==> src/rtl/m_cpu_pkg.sv <==
// Shared CPU definitions: FSM state codes, opcode5 constants, instruction
// type classes and the default halt register, used by the control FSM and
// by the datapath type decoder.
package m_cpu_pkg;

  typedef enum logic [2:0] {
    S_IF   = 3'd0,
    S_ID   = 3'd1,
    S_EX   = 3'd2,
    S_MA   = 3'd3,
    S_WB   = 3'd4,
    S_HALT = 3'd5
  } m_state_e;

  typedef enum logic [2:0] {
    T_I  = 3'd0,
    T_R  = 3'd1,
    T_U  = 3'd2,
    T_J  = 3'd3,
    T_B  = 3'd4,
    T_S  = 3'd5,
    T_LD = 3'd6
  } m_type_e;

  localparam logic [4:0] OP_J     = 5'b11011;
  localparam logic [4:0] OP_B     = 5'b11000;
  localparam logic [4:0] OP_S     = 5'b01000;
  localparam logic [4:0] OP_R     = 5'b01100;
  localparam logic [4:0] OP_LUI   = 5'b01101;
  localparam logic [4:0] OP_AUIPC = 5'b00101;
  localparam logic [4:0] OP_LD    = 5'b00000;

  // Writing this register halts the processor unless the top overrides it.
  localparam logic [4:0] C_HALT_RD = 5'd30;

  // Anything not recognised is treated as an I-type (register + immediate).
  function automatic m_type_e f_decode_type(input logic [4:0] opcode5);
    m_type_e t;
    case (opcode5)
      OP_J:             t = T_J;
      OP_B:             t = T_B;
      OP_S:             t = T_S;
      OP_R:             t = T_R;
      OP_LUI, OP_AUIPC: t = T_U;
      OP_LD:            t = T_LD;
      default:          t = T_I;
    endcase
    return t;
  endfunction

endpackage

==> src/rtl/m_get_type.sv <==
// Instruction type decoder: classifies opcode bits [6:2] into the coarse
// instruction classes the control FSM sequences on.
module m_get_type
  import m_cpu_pkg::*;
(
  input  logic [4:0] w_opcode5,
  output logic [2:0] w_type
);

  // Pure lookup so the datapath and the controller agree on the class.
  always_comb begin
    w_type = f_decode_type(w_opcode5);
  end

endmodule

==> src/rtl/m_multicycle_ctrl.sv <==
// Multi-cycle RV32 controller: sequences IF/ID/EX/MA/WB per instruction,
// stalls in MA on data memory, counts retired instructions and stops in
// HALT after a write-back to the halt register.
module m_multicycle_ctrl
  import m_cpu_pkg::*;
#(
  parameter int         P_RET_W   = 32,
  parameter logic [4:0] P_HALT_RD = C_HALT_RD
) (
  input  logic               w_clk,
  input  logic               w_rst,
  input  logic [4:0]         w_opcode5,
  input  logic [4:0]         w_rd_idx,
  input  logic               w_is_pc_branched,
  input  logic               w_mem_ready,
  output logic               w_ir_we,
  output logic               w_pc_we,
  output logic               w_pc_sel,
  output logic               w_rf_we,
  output logic               w_dmem_re,
  output logic               w_dmem_we,
  output logic               w_wb_sel,
  output logic               w_halted,
  output logic [2:0]         w_state,
  output logic [P_RET_W-1:0] w_retired
);

  m_state_e           state;
  logic               load_flag;
  logic [P_RET_W-1:0] retired_cnt;
  logic [2:0]         inst_type;
  logic               retire;
  logic               is_b;
  logic               is_j;
  logic               is_ld;
  logic               is_st;

  m_get_type u_get_type (
    .w_opcode5 (w_opcode5),
    .w_type    (inst_type)
  );

  assign is_b  = (inst_type == T_B);
  assign is_j  = (inst_type == T_J);
  assign is_ld = (inst_type == T_LD);
  assign is_st = (inst_type == T_S);

  assign w_state   = state;
  assign w_retired = retired_cnt;

  // Output decode from the current state; reset masks every enable so nothing
  // is written while the core is being reset, even mid memory access.
  always_comb begin
    w_ir_we   = 1'b0;
    w_pc_we   = 1'b0;
    w_pc_sel  = 1'b0;
    w_rf_we   = 1'b0;
    w_dmem_re = 1'b0;
    w_dmem_we = 1'b0;
    w_wb_sel  = 1'b0;
    retire    = 1'b0;
    if (!w_rst) begin
      case (state)
        S_IF: w_ir_we = 1'b1;
        S_EX: begin
          if (is_b) begin
            w_pc_we  = 1'b1;
            w_pc_sel = w_is_pc_branched;
            retire   = 1'b1;
          end
        end
        S_MA: begin
          w_dmem_re = is_ld;
          w_dmem_we = is_st;
          if (is_st && w_mem_ready) begin
            w_pc_we = 1'b1;
            retire  = 1'b1;
          end
        end
        S_WB: begin
          w_rf_we  = 1'b1;
          w_pc_we  = 1'b1;
          w_pc_sel = is_j;
          w_wb_sel = load_flag;
          retire   = 1'b1;
        end
        default: ;
      endcase
    end
  end

  // Halt is simply being parked in the HALT state, which only reset leaves.
  always_comb begin
    w_halted = (state == S_HALT);
  end

  // State sequencing, load flag for write-back muxing and retire counter.
  always_ff @(posedge w_clk) begin
    if (w_rst) begin
      state       <= S_IF;
      load_flag   <= 1'b0;
      retired_cnt <= '0;
    end else begin
      if (retire) begin
        retired_cnt <= retired_cnt + P_RET_W'(1);
      end
      case (state)
        S_IF: state <= S_ID;
        S_ID: state <= S_EX;
        S_EX: begin
          if (is_b) begin
            state <= S_IF;
          end else if (is_ld || is_st) begin
            state <= S_MA;
          end else begin
            state <= S_WB;
          end
        end
        S_MA: begin
          if (!(is_ld || is_st)) begin
            state <= S_IF;
          end else if (w_mem_ready) begin
            if (is_ld) begin
              load_flag <= 1'b1;
              state     <= S_WB;
            end else begin
              state <= S_IF;
            end
          end
        end
        S_WB: begin
          load_flag <= 1'b0;
          state     <= (w_rd_idx == P_HALT_RD) ? S_HALT : S_IF;
        end
        S_HALT: state <= S_HALT;
        default: state <= S_IF;
      endcase
    end
  end

endmodule

==> config.mk <==
export PLATFORM = sky130hd
export DESIGN_NAME = m_multicycle_ctrl
export DESIGN_NICKNAME = d
export VERILOG_FILES = /design/src/rtl/m_cpu_pkg.sv /design/src/rtl/m_get_type.sv /design/src/rtl/m_multicycle_ctrl.sv
export SDC_FILE = /design/constraint.sdc
export NUM_CORES = 1
export LEC_CHECK = 0
export ABC_CLOCK_PERIOD_IN_PS = 6970
export BUFFER_PORTS_ARGS = -buffer_cell sky130_fd_sc_hd__buf_2
export CORE_ASPECT_RATIO = 0.9
export CORE_UTILIZATION = 55
export DETAILED_ROUTE_END_ITERATION = 16
export GPL_ROUTABILITY_DRIVEN = 0
export PLACE_DENSITY = 0.91
export SYNTH_ARGS = -nofsm -noshare
export SYNTH_HDL_FRONTEND = slang
export SYNTH_SLANG_ARGS = --single-unit
==> constraint.sdc <==
create_clock -name w_clk -period 6.97 [get_ports w_clk]
set_clock_uncertainty 0.05 [all_clocks]
set_input_delay 1.394 -clock w_clk [delete_from_list [all_inputs] [get_ports w_clk]]
set_output_delay 1.394 -clock w_clk [all_outputs]
set_load 0.1 [all_outputs]
==> summary.txt <==
Antenna Cells: 0
Peak supply drop: 0.000155 V
layout cells sized above 1: 0.251
Sink Count: 36
worst-path cell chain: buf_2 -> or3_4 -> a2111oi_4 -> nor2_1 -> nor2_1 -> buf_2
average wire per cell in the routed design: 13.3 µm
R2R Setup Slk: 4.19 ns
Critical-path top delay cell: a2111oi_4
achievable frequency: 206 MHz
Final HPWL DP: 2990 µm
Initial Utilization: 0.594
clock tree buffer depth: 2
Nets: 293
Top FF cell, synth: dfxtp_1
CTS H-tree lvls: 2
Power Density: 184 mW/mm²
final antenna-violating net count: 0
setup tns final: 0 ns
Core ar.: 0.00314 mm²
Worst EP arrival: 3.42 ns
LEAKAGE: 0.859 nW
commonest non-fill, non-tap cell in the layout: buf_2
Yosys warning count: 0
fin crit share: 0.698
port bufs: 56
worst-margin pin slew: 0.899 ns
Worst setup SP type: primary input
kind of critical path: primary input to output port
Setup-failing EPs final: 0
insertion delay to the later sink of the worst-skew pair: 0.29 ns
Yosys cell types: 40
Chip Height: 57.2 µm
placement row count: 19
synthesized area per cell: 8.25 µm²
largest net degree at the start of global routing: 46
max incr delay on CP: 0.75 ns
Routed Wire Length: 4270 µm
sequential-to-total area share from yosys stat: 0.387
status: complete, no violations
syn_nets: 241
commonest cells after routing, fill and taps aside: buf_2, dfxtp_1, nor2_1
# hold bufs at CTS: 0
register clock-pin slew on the reported worst setup and hold paths: 0.07 ns
fin crit period: 4.86 ns
io pins: 57
Root Driver: clkbuf_8
WP buf/inv: 2
worst hold-check path type: flip-flop to flip-flop
element type at the critical path end: output port
DR vias: 1883
Inserted Clock Buffers: 5
Worst Path Max Fanout: 13
RSZ-0062 raised after global routing: false
number of antenna violations at the first check in global routing: 0
global-route wire length before repair: 7340 µm
CTS tree: built
Synth async-reset ratio: 0
area of the die: 0.00363 mm²
dpl cells: 313
vias per inst: 5.87
Post-synth EDFFs: 0
fin. max-slew vios: 0
Fin. Hold Viols: 0
Max Cap Viol: 0
drt first pass iters: 4
final routed DRC violation total: 0
PostCTS Resize Cnt: 0
Non-Filler Instances: 321
die width: 63.4 µm
GRT overflow: 0
total power: 0.413 mW
Iteration-0 DRC Markers: 179
crit-path leading delay family: compound AO/OA/AOI/OAI gates
Layout area overhead: 20.4%
Post-Synthesis Cells: 226
Total GRT Usage: 0.255
Post-CTS Setup Repair Bufs: 0
number of global-route vias before repair: 1654
Yosys reg bits: 36
Netlist Area Pre-Place: 0.00186 mm²
Req. time, crit path: 5.53 ns
Max-slew headroom: 0.398
[cell families (layout without fill, tap and decap cells)]
kind of cell / count (synthesis) / in the layout / share of synthesized area
compound gates: 63 / 63 / 0.228
mux: 1 / 1 / 0.00604
fa+ha+maj: 1 / 1 / 0.00671
buf+inv: 17 / 70 / 0.0349
flops: 36 / 36 / 0.387
simple gates: 97 / 97 / 0.286
xor+xnor: 11 / 11 / 0.0517
[power breakdown]
group          internal [mW]  switching, mW  leakage (nW)  total (mW)
Clock                 0.0806         0.0717        0.0455       0.152
Combinational         0.0105         0.0378         0.523      0.0483
Sequential             0.208        0.00479         0.290       0.212
[cell type report]
class	count	area (µm²)
Fill cell	277	893
Multi-Input combinational cell	173	1080
Clock buffer	8	90.1
Inverter	6	22.5
Timing Repair Buffer	56	280
Tap cell	42	52.6
Sequential cell	36	721
[worst reg2reg max path, cell delays in order, from the launching register on]
cell	delay, ns
dfxtp_1	0.58
nand3b_1	0.18
a2111oi_4	0.79
o21ai_2	0.37
or4_1	0.59
a21oi_1	0.16
[cell usage after synthesis (all sizes together), types with 2 or more instances]
| master | count | area [µm²] |
|---|---|---|
| dfxtp | 36 | 721 |
| nor2 | 24 | 90.1 |
| a21oi | 21 | 105 |
| o21ai | 14 | 77.6 |
| xor2 | 11 | 96.3 |
| clkbuf | 10 | 37.5 |
| nand2 | 10 | 37.5 |
| nor3 | 10 | 50.1 |
| o31ai | 9 | 67.6 |
| or3 | 9 | 61.3 |
| or4 | 9 | 67.6 |
| nand3 | 8 | 40.0 |
| inv | 6 | 22.5 |
| nand4 | 5 | 31.3 |
| and2 | 4 | 25.0 |
| o2111ai | 4 | 35.0 |
| o211ai | 4 | 30.0 |
| and3 | 3 | 18.8 |
| nand2b | 3 | 18.8 |
| nor4 | 3 | 18.8 |
| o21a | 3 | 22.5 |
| and4 | 2 | 17.5 |
| nand3b | 2 | 15.0 |
| o21ba | 2 | 20.0 |
[per-stage QoR]
step                hold slack (ns)  worst slack (ns)   util  area (µm²)
floorplan                     0.428             0.846      -        1860
global placement              0.409              2.19  0.687        2150
detailed placement            0.436              2.13  0.687        2150
CTS                           0.445              2.12  0.715        2240
global route                  0.464              2.02  0.715        2240
finish                        0.445              2.11  0.715        2240
[worst paths after layout]
kind / depth (start not counted) / from / end
max: 6 / w_opcode5[2] / w_pc_we
min reg2reg: 2 / w_retired[31]$_SDFFE_PP0P_ / w_retired[31]$_SDFFE_PP0P_
min: 2 / w_retired[31]$_SDFFE_PP0P_ / w_retired[31]$_SDFFE_PP0P_
max reg2reg: 5 / w_state[0]$_SDFFE_PP0P_ / w_retired[31]$_SDFFE_PP0P_
[routing by layer]
| metal | GRT usage | part of all wire |
|---|---|---|
| met1 | 0.328 | 0.48 |
| met2 | 0.406 | 0.47 |
| met3 | 0.0720 | 0.047 |
| met4 | 0.0974 | 0.0094 |
| met5 | 0 | 0 |
[state kept, by name, summed over array words and instances, names as in the netlist]
signal and flops:
load_flag 1, w_retired 32, w_state 3
Power figures use the tool's default switching activity.
